$ cat src/rtl/microcode_sequencer.sv
// Microcode sequencer for the 8-bit CPU: step counter, run/halt state, and the
// combinational decode of (step, opcode, flags, state) into the 16-bit control word.
module microcode_sequencer #(
  parameter int STEP_WIDTH = 3,
  parameter int EARLY_END  = 1
) (
  input  logic                  clk,
  input  logic                  rst_n,
  input  logic                  step_en,
  input  logic [3:0]            ir_opcode,
  input  logic                  flag_c,
  input  logic                  flag_z,
  output logic [15:0]           ctrl_word,
  output logic [STEP_WIDTH-1:0] step,
  output logic                  halted,
  output logic                  fetch
);

  localparam logic [0:0] ST_RUN    = 1'b0;
  localparam logic [0:0] ST_HALTED = 1'b1;

  localparam logic [15:0] C_HLT = 16'h0001;
  localparam logic [15:0] C_MI  = 16'h0002;
  localparam logic [15:0] C_RI  = 16'h0004;
  localparam logic [15:0] C_RO  = 16'h0008;
  localparam logic [15:0] C_IO  = 16'h0010;
  localparam logic [15:0] C_II  = 16'h0020;
  localparam logic [15:0] C_AI  = 16'h0040;
  localparam logic [15:0] C_AO  = 16'h0080;
  localparam logic [15:0] C_EO  = 16'h0100;
  localparam logic [15:0] C_SU  = 16'h0200;
  localparam logic [15:0] C_BI  = 16'h0400;
  localparam logic [15:0] C_OI  = 16'h0800;
  localparam logic [15:0] C_CE  = 16'h1000;
  localparam logic [15:0] C_CO  = 16'h2000;
  localparam logic [15:0] C_J   = 16'h4000;
  localparam logic [15:0] C_FI  = 16'h8000;

  localparam logic [3:0] OP_LDA = 4'd1;
  localparam logic [3:0] OP_ADD = 4'd2;
  localparam logic [3:0] OP_SUB = 4'd3;
  localparam logic [3:0] OP_STA = 4'd4;
  localparam logic [3:0] OP_LDI = 4'd5;
  localparam logic [3:0] OP_JMP = 4'd6;
  localparam logic [3:0] OP_JC  = 4'd7;
  localparam logic [3:0] OP_JZ  = 4'd8;
  localparam logic [3:0] OP_OUT = 4'd14;
  localparam logic [3:0] OP_HLT = 4'd15;

  localparam logic [STEP_WIDTH-1:0] T0  = STEP_WIDTH'(0);
  localparam logic [STEP_WIDTH-1:0] T1  = STEP_WIDTH'(1);
  localparam logic [STEP_WIDTH-1:0] T2  = STEP_WIDTH'(2);
  localparam logic [STEP_WIDTH-1:0] T3  = STEP_WIDTH'(3);
  localparam logic [STEP_WIDTH-1:0] T4  = STEP_WIDTH'(4);
  localparam logic [STEP_WIDTH-1:0] ONE = STEP_WIDTH'(1);

  logic [0:0]            state;
  logic [15:0]           exec_word;
  logic [15:0]           decode_word;
  logic [STEP_WIDTH-1:0] last_step;
  logic [STEP_WIDTH-1:0] end_step;
  logic [STEP_WIDTH-1:0] next_step;
  logic                  halt_entry;

  // Execute-phase words; steps outside an opcode's range (incl. 5..7) stay zero.
  always_comb begin
    exec_word = 16'h0000;
    last_step = T2;
    case (ir_opcode)
      OP_LDA: begin
        last_step = T3;
        if (step == T2) exec_word = C_IO | C_MI;
        else if (step == T3) exec_word = C_RO | C_AI;
      end
      OP_ADD, OP_SUB: begin
        last_step = T4;
        if (step == T2) exec_word = C_IO | C_MI;
        else if (step == T3) exec_word = C_RO | C_BI;
        else if (step == T4)
          exec_word = C_EO | C_AI | C_FI | ((ir_opcode == OP_SUB) ? C_SU : 16'h0000);
      end
      OP_STA: begin
        last_step = T3;
        if (step == T2) exec_word = C_IO | C_MI;
        else if (step == T3) exec_word = C_AO | C_RI;
      end
      OP_LDI: if (step == T2) exec_word = C_IO | C_AI;
      OP_JMP: if (step == T2) exec_word = C_IO | C_J;
      OP_JC:  if (step == T2 && flag_c) exec_word = C_IO | C_J;
      OP_JZ:  if (step == T2 && flag_z) exec_word = C_IO | C_J;
      OP_OUT: if (step == T2) exec_word = C_AO | C_OI;
      OP_HLT: if (step == T2) exec_word = C_HLT;
      default: ;
    endcase
  end

  always_comb begin
    decode_word = exec_word;
    if (step == T0) decode_word = C_CO | C_MI;
    else if (step == T1) decode_word = C_RO | C_II | C_CE;
  end

  // Fixed-length mode always runs to T4; out-of-range counters fall back to 0.
  assign end_step   = (EARLY_END != 0) ? last_step : T4;
  assign next_step  = (step >= end_step) ? T0 : step + ONE;
  assign halt_entry = (state == ST_RUN) && (step == T2) && (ir_opcode == OP_HLT);

  always_ff @(posedge clk) begin
    if (!rst_n) begin
      step  <= T0;
      state <= ST_RUN;
    end else if (step_en && state == ST_RUN) begin
      if (halt_entry) state <= ST_HALTED;
      else step <= next_step;
    end
  end

  always_comb begin
    ctrl_word = decode_word;
    if (!rst_n) ctrl_word = 16'h0000;
    else if (state == ST_HALTED) ctrl_word = C_HLT;
  end

  assign halted = rst_n && (state == ST_HALTED);
  assign fetch  = !halted && (step <= T1);

endmodule
$ cat config.mk
export PLATFORM = sky130hd
export DESIGN_NAME = microcode_sequencer
export DESIGN_NICKNAME = d
export VERILOG_FILES = /design/src/rtl/microcode_sequencer.sv
export SDC_FILE = /design/constraint.sdc
export NUM_CORES = 1
export LEC_CHECK = 0
export ABC_AREA = 1
export CAP_MARGIN = 20
export CELL_PAD_IN_SITES_DETAIL_PLACEMENT = 1
export CELL_PAD_IN_SITES_GLOBAL_PLACEMENT = 2
export CORE_MARGIN = 2
export CORE_UTILIZATION = 22
export CTS_CLUSTER_SIZE = 12
export DETAILED_ROUTE_END_ITERATION = 16
export PLACE_DENSITY_LB_ADDON = 0.08
export SKIP_LAST_GASP = 1
export SLEW_MARGIN = 10
export SYNTH_ARGS = -nofsm -noshare
export SYNTH_HDL_FRONTEND = slang
export SYNTH_SLANG_ARGS = --single-unit
$ cat constraint.sdc
create_clock -name clk -period 5.5 [get_ports clk]
set_clock_uncertainty 0.2 [all_clocks]
set_input_delay 1.375 -clock clk [delete_from_list [all_inputs] [get_ports clk]]
set_output_delay 1.375 -clock clk [all_outputs]
set_load 0.005 [all_outputs]
==> impl_metrics.prom, run 1 <==
# TYPE chip_impl_metric gauge
chip_impl_metric{name="cts_repair_resize_count",unit=""} 0
chip_impl_info{name="ctsRootBufferMaster",value="clkbuf_4"} 1
chip_impl_metric{name="clock-sinks",unit=""} 4
chip_impl_metric{name="combinationalPowerShare",unit="%"} 50.0
chip_impl_metric{name="cts-htree-levels",unit=""} 1
chip_impl_metric{name="postSynth.asyncResetShare",unit="%"} 0
chip_impl_metric{name="netlist-cell-type-count",unit=""} 24
chip_impl_metric{name="synthXorXnorAreaFrac",unit="%"} 0
chip_impl_metric{name="net-switching-power",unit="mW"} 0.0532
chip_impl_metric{name="fp.dieH",unit="um"} 62.3
chip_impl_metric{name="max_slew_margin",unit="%"} 76.5
chip_impl_metric{name="yosys-mux-area-fraction",unit="%"} 0
chip_impl_info{name="synth.most_common_cell",value="nand2_1"} 1
chip_impl_metric{name="via_per_inst",unit=""} 4.33
chip_impl_info{name="yosysTopAreaCell",value="ha_1"} 1
chip_impl_metric{name="layout-drive-gt1-share",unit="%"} 12.6
chip_impl_metric{name="final.setup.worst_slack",unit="ns"} 0.664
chip_impl_metric{name="timing.final.crit_share",unit="%"} 87.9
chip_impl_metric{name="cts_setup_buffers",unit=""} 0
chip_impl_metric{name="leakage",unit="nW"} 0.495
chip_impl_metric{name="hold_slack",unit="ns"} 0.395
chip_impl_metric{name="yosys_warnings",unit=""} 0
chip_impl_metric{name="synthAdderAreaFrac",unit="%"} 13.4
chip_impl_metric{name="grt_first_pass_wirelength",unit="mm"} 4.00
chip_impl_info{name="grt.busiest_layer",value="met2"} 1
chip_impl_metric{name="die_w",unit="um"} 62.3
chip_impl_metric{name="detailed_place_hpwl",unit="mm"} 2.00
chip_impl_metric{name="timing_worst_slew_pin_value",unit="ns"} 0.353
chip_impl_metric{name="period_needed",unit="ns"} 4.84
chip_impl_metric{name="antenna_left",unit=""} 0
chip_impl_info{name="outcome",value="finished, final reports clean"} 1
chip_impl_metric{name="peakVddDrop",unit="V"} 0.0000872
chip_impl_metric{name="syn-cell-area",unit="um^2"} 747
chip_impl_metric{name="use_met1",unit="%"} 15.2
chip_impl_metric{name="synth.top_cell.area_share",unit="%"} 13.4
chip_impl_info{name="critPathMostFrequentCell",value="clkdlybuf4s50_1"} 1
chip_impl_metric{name="global_route.usage.met2",unit="%"} 23.0
chip_impl_metric{name="switching_share",unit="%"} 38.5
chip_impl_metric{name="critical_path_arrival",unit="ns"} 3.26
chip_impl_metric{name="p_seq_share",unit="%"} 24.4
chip_impl_info{name="synth_top_family_by_area",value="simple AND/OR/NAND/NOR gates"} 1
chip_impl_metric{name="place_congestion",unit=""} 0.796
chip_impl_metric{name="grt.met3_usage",unit="%"} 1.45
chip_impl_metric{name="fp.coreArea",unit="um^2"} 3310
chip_impl_metric{name="timing.critical_path.slowest_cell_delay",unit="ns"} 0.54
chip_impl_metric{name="diodes",unit=""} 0
chip_impl_metric{name="synth_enable_flop_cells",unit=""} 0
chip_impl_metric{name="report.final.hold_viol_count",unit=""} 0
chip_impl_info{name="hold_path.class",value="reg2reg"} 1
chip_impl_metric{name="timing.setup.tns",unit="ns"} 0
chip_impl_metric{name="power_per_cell_area",unit="nW/um^2"} 125
chip_impl_metric{name="mappedNetlistNets",unit=""} 146
chip_impl_info{name="criticalPathCategory",value="in2out"} 1
chip_impl_metric{name="post_cts_hold_buffer_count",unit=""} 0
chip_impl_metric{name="post-place-ws",unit="ns"} 0.651
chip_impl_metric{name="synth.avg_cell_area",unit="um^2"} 5.79
chip_impl_metric{name="starting_utilization_of_the_core_area",unit="%"} 22.6
chip_impl_metric{name="wl_per_cell",unit="um"} 11.4
chip_impl_metric{name="synth-seq-area-share",unit="%"} 10.7
chip_impl_metric{name="finish.net_count",unit=""} 178
chip_impl_metric{name="clock_latency",unit="ns"} 0.23
chip_impl_metric{name="share_clk_of_total_power",unit="%"} 25.6
chip_impl_metric{name="grt_max_degree",unit=""} 10
chip_impl_metric{name="drt_pre_antenna_iters",unit=""} 2
chip_impl_info{name="slowest_stage",value="clkdlybuf4s50_1"} 1
chip_impl_metric{name="postSynthRegisterBits",unit=""} 4
chip_impl_metric{name="final-max-slew-violation-count",unit=""} 0
chip_impl_metric{name="totalPowerFinal",unit="mW"} 0.138
chip_impl_metric{name="numCtsBuffers",unit=""} 3
chip_impl_metric{name="drt-initial-drc-count",unit=""} 29
chip_impl_info{name="ys_top_cells_by_area",value="ha_1 13%, nand2_1 13%, inv_1 11%, dfxtp_1 11%, nor2_1 11%"} 1
chip_impl_metric{name="cts_max_path_buffers",unit=""} 2
chip_impl_metric{name="maxCapViolCount",unit=""} 0
chip_impl_metric{name="drt_wl_total",unit="mm"} 2.35
chip_impl_metric{name="ios",unit=""} 30
chip_impl_info{name="setup.worst_path.start_class",value="input pin"} 1
chip_impl_info{name="cts_tree",value="built"} 1
chip_impl_metric{name="grt_pass1_vias",unit=""} 903
chip_impl_metric{name="grt.total_usage",unit="%"} 12.2
chip_impl_info{name="rsz0062_at_grt",value="false"} 1
chip_impl_metric{name="highest_achievable_clock_rate",unit="MHz"} 207
chip_impl_metric{name="fp-row-count",unit=""} 21
chip_impl_metric{name="syn-instance-count",unit=""} 129
chip_impl_metric{name="area_added_between_synthesis_and_finish",unit="%"} 47.6
chip_impl_info{name="critical_path.endpoint_type",value="primary output"} 1
chip_impl_metric{name="grt_antenna_before_repair",unit=""} 0
chip_impl_metric{name="internal_power",unit="mW"} 0.0848
chip_impl_metric{name="setup-violations-final",unit=""} 0
chip_impl_metric{name="finished_core_util",unit="%"} 33.3
chip_impl_info{name="synth_commonest_cells",value="26 x nand2_1, 22 x inv_1, 21 x nor2_1"} 1
chip_impl_info{name="synth_top_flop_cell",value="dfxtp_1"} 1
chip_impl_metric{name="die_area",unit="um^2"} 3880
chip_impl_info{name="cell_chain_of_the_critical_path",value="clkdlybuf4s50_1 -> nor2_1 -> nand2_1 -> nand3_2 -> nand3_4 -> nor3_2 -> clkdlybuf4s50_1"} 1
chip_impl_metric{name="vias",unit=""} 887
chip_impl_metric{name="grt_overflow_total",unit=""} 0
chip_impl_metric{name="clkTransAtPathRegs",unit="ns"} 0.03
chip_impl_metric{name="yosys.area_share.simple",unit="%"} 50.1
chip_impl_metric{name="cp.required",unit="ns"} 3.92
chip_impl_metric{name="drt_drc_violations_left",unit=""} 0
chip_impl_metric{name="io_buffer_count",unit=""} 29
chip_impl_metric{name="critical_path_peak_fanout",unit=""} 7
chip_impl_metric{name="post_synthesis_compound_gate_area_fraction",unit="%"} 10.7
kinds of logic after synthesis:
logic type | after synthesis
buffers and inverters | 28
AND/OR/NAND/NOR | 76
AO/OA/AOI/OAI | 13
adder cells (fa/ha/maj) | 8
flip-flops | 4
placed cells by master, fill, tap and decap left out:
master and instances:
nor2_2 4, nor2_1 21, dfxtp_1 4, clkdlybuf4s50_1 29, clkinv_1 1, nor3_2 2
nand2_1 26, nand3_1 10, ha_1 8, nand4_1 6, nand3_4 1, nand3_2 2
clkbuf_4 3, inv_1 22, o21ai_1 1, inv_2 3, o21ai_0 1, a21oi_1 6
o21ai_2 1, o22ai_1 1, nor2_4 1, o31ai_1 1, nor3_1 2, nand2_2 1
a21oi_2 2
worst max-delay path: cells and delay by family:
family | cells | cell delay, ns
buffers and inverters | 2 | 1.06
AND/OR/NAND/NOR | 5 | 0.83
through the flow:
step / instances / area, um^2
2_1_floorplan: 129 / 747
3_3_place_gp: 202 / 1080
4_1_cts: 205 / 1100
6_report: 205 / 1100
5_1_grt: 205 / 1100
3_5_place_dp: 202 / 1080
sequential cells by signal (all words and copies together), names as in the netlist:
| register | count |
|---|---|
| state | 1 |
| step | 3 |
metal layers:
| layer | share of wire (%) | vias up | wire [um] |
|---|---|---|---|
| li1 | - | 475 | - |
| met1 | 45 | 401 | 1060 |
| met2 | 52 | 11 | 1220 |
| met3 | 2.9 | 0 | 69 |
| met4 | 0 | 0 | 0 |
| met5 | 0 | - | 0 |
power by group through the flow:
stage	combinational [mW]	clock [mW]	sequential (mW)
5_1_grt	0.0781	0.0382	0.0340
3_3_place_gp	0.0699	0	0.0340
4_1_cts	0.0706	0.0375	0.0337
3_5_place_dp	0.0701	0	0.0342
6_report	0.0690	0.0354	0.0337
2_1_floorplan	0.0401	0	0.0336
final timing paths:
kind	start	endpoint	slack (ns)	cells after the start
min reg2reg	state$_SDFFE_PN0P_	state$_SDFFE_PN0P_	0.40	2
max	ir_opcode[1]	ctrl_word[15]	0.66	7
max reg2reg	step[0]$_SDFFE_PN0P_	step[1]$_SDFFE_PN0P_	3.74	9
min	state$_SDFFE_PN0P_	state$_SDFFE_PN0P_	0.40	2
final cells by class:
type	instances	area [um^2]
clock buffers	3	22.5
fillers	446	2210
inverters	26	97.6
multi-input cells	97	554
flip-flops and latches	4	80.1
well taps	46	57.6
repair buffers	29	290
Power figures use the tool's default switching activity.
==> run 2, diff against run 1 <==
Settings changed: PLACE_DENSITY set to 0.89, PLACE_DENSITY_LB_ADDON 0.08 to not set.
==> run 2 against run 1 <==
Net effect: wire length is 3.1% lower; final area stayed put; sequential share of layout area stayed put; global-route usage is 0.34 points higher; worst setup slack better by 0.026 ns; die area stayed put; maximum frequency is 0.55% higher; largest power group unchanged.
==> impl_metrics.prom, run 2 (synthesis results as in run 1) <==
# TYPE chip_impl_metric gauge
chip_impl_metric{name="grt_max_degree",unit=""} 10
chip_impl_metric{name="maxCapViolCount",unit=""} 0
chip_impl_metric{name="fp-row-count",unit=""} 21
chip_impl_metric{name="layout-drive-gt1-share",unit="%"} 12.6
chip_impl_metric{name="rr_worst_depth",unit=""} 9
chip_impl_metric{name="wl_per_cell",unit="um"} 11.1
chip_impl_metric{name="starting_utilization_of_the_core_area",unit="%"} 22.6
chip_impl_metric{name="max_slew_margin",unit="%"} 78.8
chip_impl_metric{name="p_seq_share",unit="%"} 24.6
chip_impl_metric{name="grt_first_pass_wirelength",unit="mm"} 4.13
chip_impl_info{name="largest_register",value="step"} 1
chip_impl_metric{name="grt_overflow_total",unit=""} 0
chip_impl_metric{name="power_per_cell_area",unit="nW/um^2"} 124
chip_impl_metric{name="cts_max_path_buffers",unit=""} 2
chip_impl_metric{name="timing.setup.tns",unit="ns"} 0
chip_impl_info{name="critical_path.endpoint_type",value="primary output"} 1
chip_impl_info{name="criticalPathCategory",value="in2out"} 1
chip_impl_info{name="hold_path.class",value="reg2reg"} 1
chip_impl_info{name="setup.worst_path.start_class",value="input pin"} 1
chip_impl_metric{name="critical_path_peak_fanout",unit=""} 7
chip_impl_metric{name="report.final.hold_viol_count",unit=""} 0
chip_impl_metric{name="number_of_flip_flops_under_the_largest_register_name",unit=""} 3
chip_impl_metric{name="post_cts_hold_buffer_count",unit=""} 0
chip_impl_metric{name="clock_latency",unit="ns"} 0.23
chip_impl_metric{name="cp.required",unit="ns"} 3.92
chip_impl_metric{name="grt_antenna_before_repair",unit=""} 0
chip_impl_info{name="layout.cells.most_common",value="clkdlybuf4s50_1"} 1
chip_impl_info{name="slowest_stage",value="clkdlybuf4s50_1"} 1
chip_impl_metric{name="drt-initial-drc-count",unit=""} 30
chip_impl_info{name="startpoint",value="ir_opcode[1]"} 1
chip_impl_info{name="r2r-start",value="step[0]$_SDFFE_PN0P_"} 1
chip_impl_metric{name="post-route-cell-area",unit="um^2"} 1100
chip_impl_metric{name="finish.net_count",unit=""} 178
chip_impl_metric{name="via_per_inst",unit=""} 4.41
chip_impl_info{name="rsz0062_at_grt",value="false"} 1
chip_impl_metric{name="cts-htree-levels",unit=""} 1
chip_impl_metric{name="critical_path.n_buffers_inverters",unit=""} 2
chip_impl_metric{name="net-switching-power",unit="mW"} 0.0522
chip_impl_metric{name="combinationalPowerShare",unit="%"} 50.4
chip_impl_metric{name="switching_share",unit="%"} 38.1
chip_impl_metric{name="clock-sinks",unit=""} 4
chip_impl_metric{name="final-max-slew-violation-count",unit=""} 0
chip_impl_metric{name="area_added_between_synthesis_and_finish",unit="%"} 47.6
chip_impl_metric{name="io_buffer_count",unit=""} 29
chip_impl_metric{name="numCtsBuffers",unit=""} 3
chip_impl_info{name="timing.critical_path.max_delay_family",value="buffers and inverters"} 1
chip_impl_info{name="cts_tree",value="built"} 1
chip_impl_metric{name="grt.total_usage",unit="%"} 12.6
chip_impl_metric{name="share_clk_of_total_power",unit="%"} 25.0
chip_impl_info{name="worstHoldEndpoint",value="state$_SDFFE_PN0P_"} 1
chip_impl_metric{name="timing.final.crit_share",unit="%"} 87.5
chip_impl_metric{name="die_w",unit="um"} 62.3
chip_impl_metric{name="period_needed",unit="ns"} 4.81
chip_impl_metric{name="cts_setup_buffers",unit=""} 0
chip_impl_metric{name="die_area",unit="um^2"} 3880
chip_impl_metric{name="detailed_place_hpwl",unit="mm"} 1.96
chip_impl_metric{name="worst_case_register_to_register_setup_slack",unit="ns"} 3.73
chip_impl_info{name="ctsRootBufferMaster",value="clkbuf_4"} 1
chip_impl_metric{name="leakage",unit="nW"} 0.495
chip_impl_info{name="capture_instance_of_the_worst_register_to_register_path",value="step[2]$_SDFFE_PN0P_"} 1
chip_impl_metric{name="holdPathStages",unit=""} 2
chip_impl_metric{name="drt_drc_violations_left",unit=""} 0
chip_impl_metric{name="timing.critical_path.slowest_cell_delay",unit="ns"} 0.55
chip_impl_metric{name="drt_pre_antenna_iters",unit=""} 4
chip_impl_metric{name="internal_power",unit="mW"} 0.0847
chip_impl_metric{name="diodes",unit=""} 0
chip_impl_metric{name="vias",unit=""} 905
chip_impl_metric{name="ios",unit=""} 30
chip_impl_metric{name="clkTransAtPathRegs",unit="ns"} 0.03
chip_impl_metric{name="detailed_place.area",unit="um^2"} 1080
chip_impl_info{name="cell_chain_of_the_critical_path",value="clkdlybuf4s50_1 -> nor2_1 -> nand2_1 -> nand3_2 -> nand2_1 -> nor3_1 -> clkdlybuf4s50_1"} 1
chip_impl_metric{name="timing_worst_slew_pin_value",unit="ns"} 0.317
chip_impl_metric{name="drt_wl_total",unit="mm"} 2.27
chip_impl_info{name="outcome",value="finished, final reports clean"} 1
chip_impl_metric{name="cts_repair_resize_count",unit=""} 0
chip_impl_metric{name="setup-violations-final",unit=""} 0
chip_impl_metric{name="critical_path_arrival",unit="ns"} 3.23
chip_impl_info{name="most_frequent_cells_in_the_layout",value="29 x clkdlybuf4s50_1, 26 x nand2_1, 22 x inv_1, 21 x nor2_1, 10 x nand3_1"} 1
chip_impl_metric{name="peakVddDrop",unit="V"} 0.000138
chip_impl_metric{name="fp.coreArea",unit="um^2"} 3310
chip_impl_metric{name="fp.dieH",unit="um"} 62.3
chip_impl_metric{name="antenna_left",unit=""} 0
chip_impl_metric{name="hold_slack",unit="ns"} 0.338
chip_impl_metric{name="place_congestion",unit=""} 0.840
chip_impl_metric{name="grt_pass1_vias",unit=""} 955
chip_impl_info{name="worstHoldStart",value="state$_SDFFE_PN0P_"} 1
chip_impl_info{name="layout_top_registers",value="step x3, state x1"} 1
chip_impl_metric{name="highest_achievable_clock_rate",unit="MHz"} 208
## run 2: cell counts in the layout (fill, tap and decap cells not counted)
Identical to the previous run, type by type.
## run 2: worst max path at each step
stage	to	slack [ns]	cells past startpoint
after floorplan	ctrl_word[15]	1.76	6
after global placement	ctrl_word[8]	0.72	6
after detailed placement	ctrl_word[15]	0.67	7
after CTS	ctrl_word[15]	0.66	7
after global routing	ctrl_word[8]	0.50	7
final	ctrl_word[9]	0.69	7
## run 2: power by group through the flow
stage	clock (mW)	sequential (mW)	combinational [mW]
finish	0.0342	0.0337	0.0690
CTS	0.0362	0.0338	0.0704
detailed placement	0	0.0342	0.0701
global placement	0	0.0339	0.0683
floorplan	0	0.0336	0.0401
global route	0.0369	0.0341	0.0792
## run 2: area by class of cell
class | instances | area, um^2
Fill cell | 446 | 2210
Multi-Input combinational cell | 97 | 554
Timing Repair Buffer | 29 | 290
Inverter | 26 | 97.6
Sequential cell | 4 | 80.1
Tap cell | 46 | 57.6
Clock buffer | 3 | 22.5
## run 2: layer usage
| metal | wire length, um | part of all wire (%) | GRT usage (%) | up-vias |
|---|---|---|---|---|
| li1 | - | - | - | 476 |
| met1 | 1080 | 48 | 15.8 | 410 |
| met2 | 1120 | 49 | 23.2 | 19 |
| met3 | 71 | 3.1 | 1.81 | 0 |
| met4 | 0 | 0 | 1.67 | 0 |
| met5 | 0 | 0 | 0 | - |
## run 2: stage by stage
step	setup WS [ns]	cells	total power [mW]	util, %
floorplan	1.76	129	0.0737	-
global placement	0.724	202	0.102	32.6
detailed placement	0.673	202	0.104	32.6
CTS	0.663	205	0.140	33.3
global route	0.501	205	0.150	33.3
finish	0.690	205	0.137	33.3
## run 2: tightest hold or removal path, cell delays in order, from the launching register on
cell and delay [ns]:
dfxtp_1 0.31, nand2_1 0.10, o31ai_1 0.07
==> run 3, diff against run 2 <==
Clock period 5.5 ns to 6 ns, I/O delays scaled along.
==> results of run 3 <==
The final DEF is identical to that of run 2. Status: finished, final reports clean.
Among the figures that moved: setup slack after placement 0.673 ns -> 0.923 ns; setup slack after layout 0.690 ns -> 0.940 ns; register-to-register setup slack 3.73 ns -> 4.23 ns; total power 0.137 mW -> 0.125 mW; worst IR drop on VDD 0.000138 V -> 0.000126 V
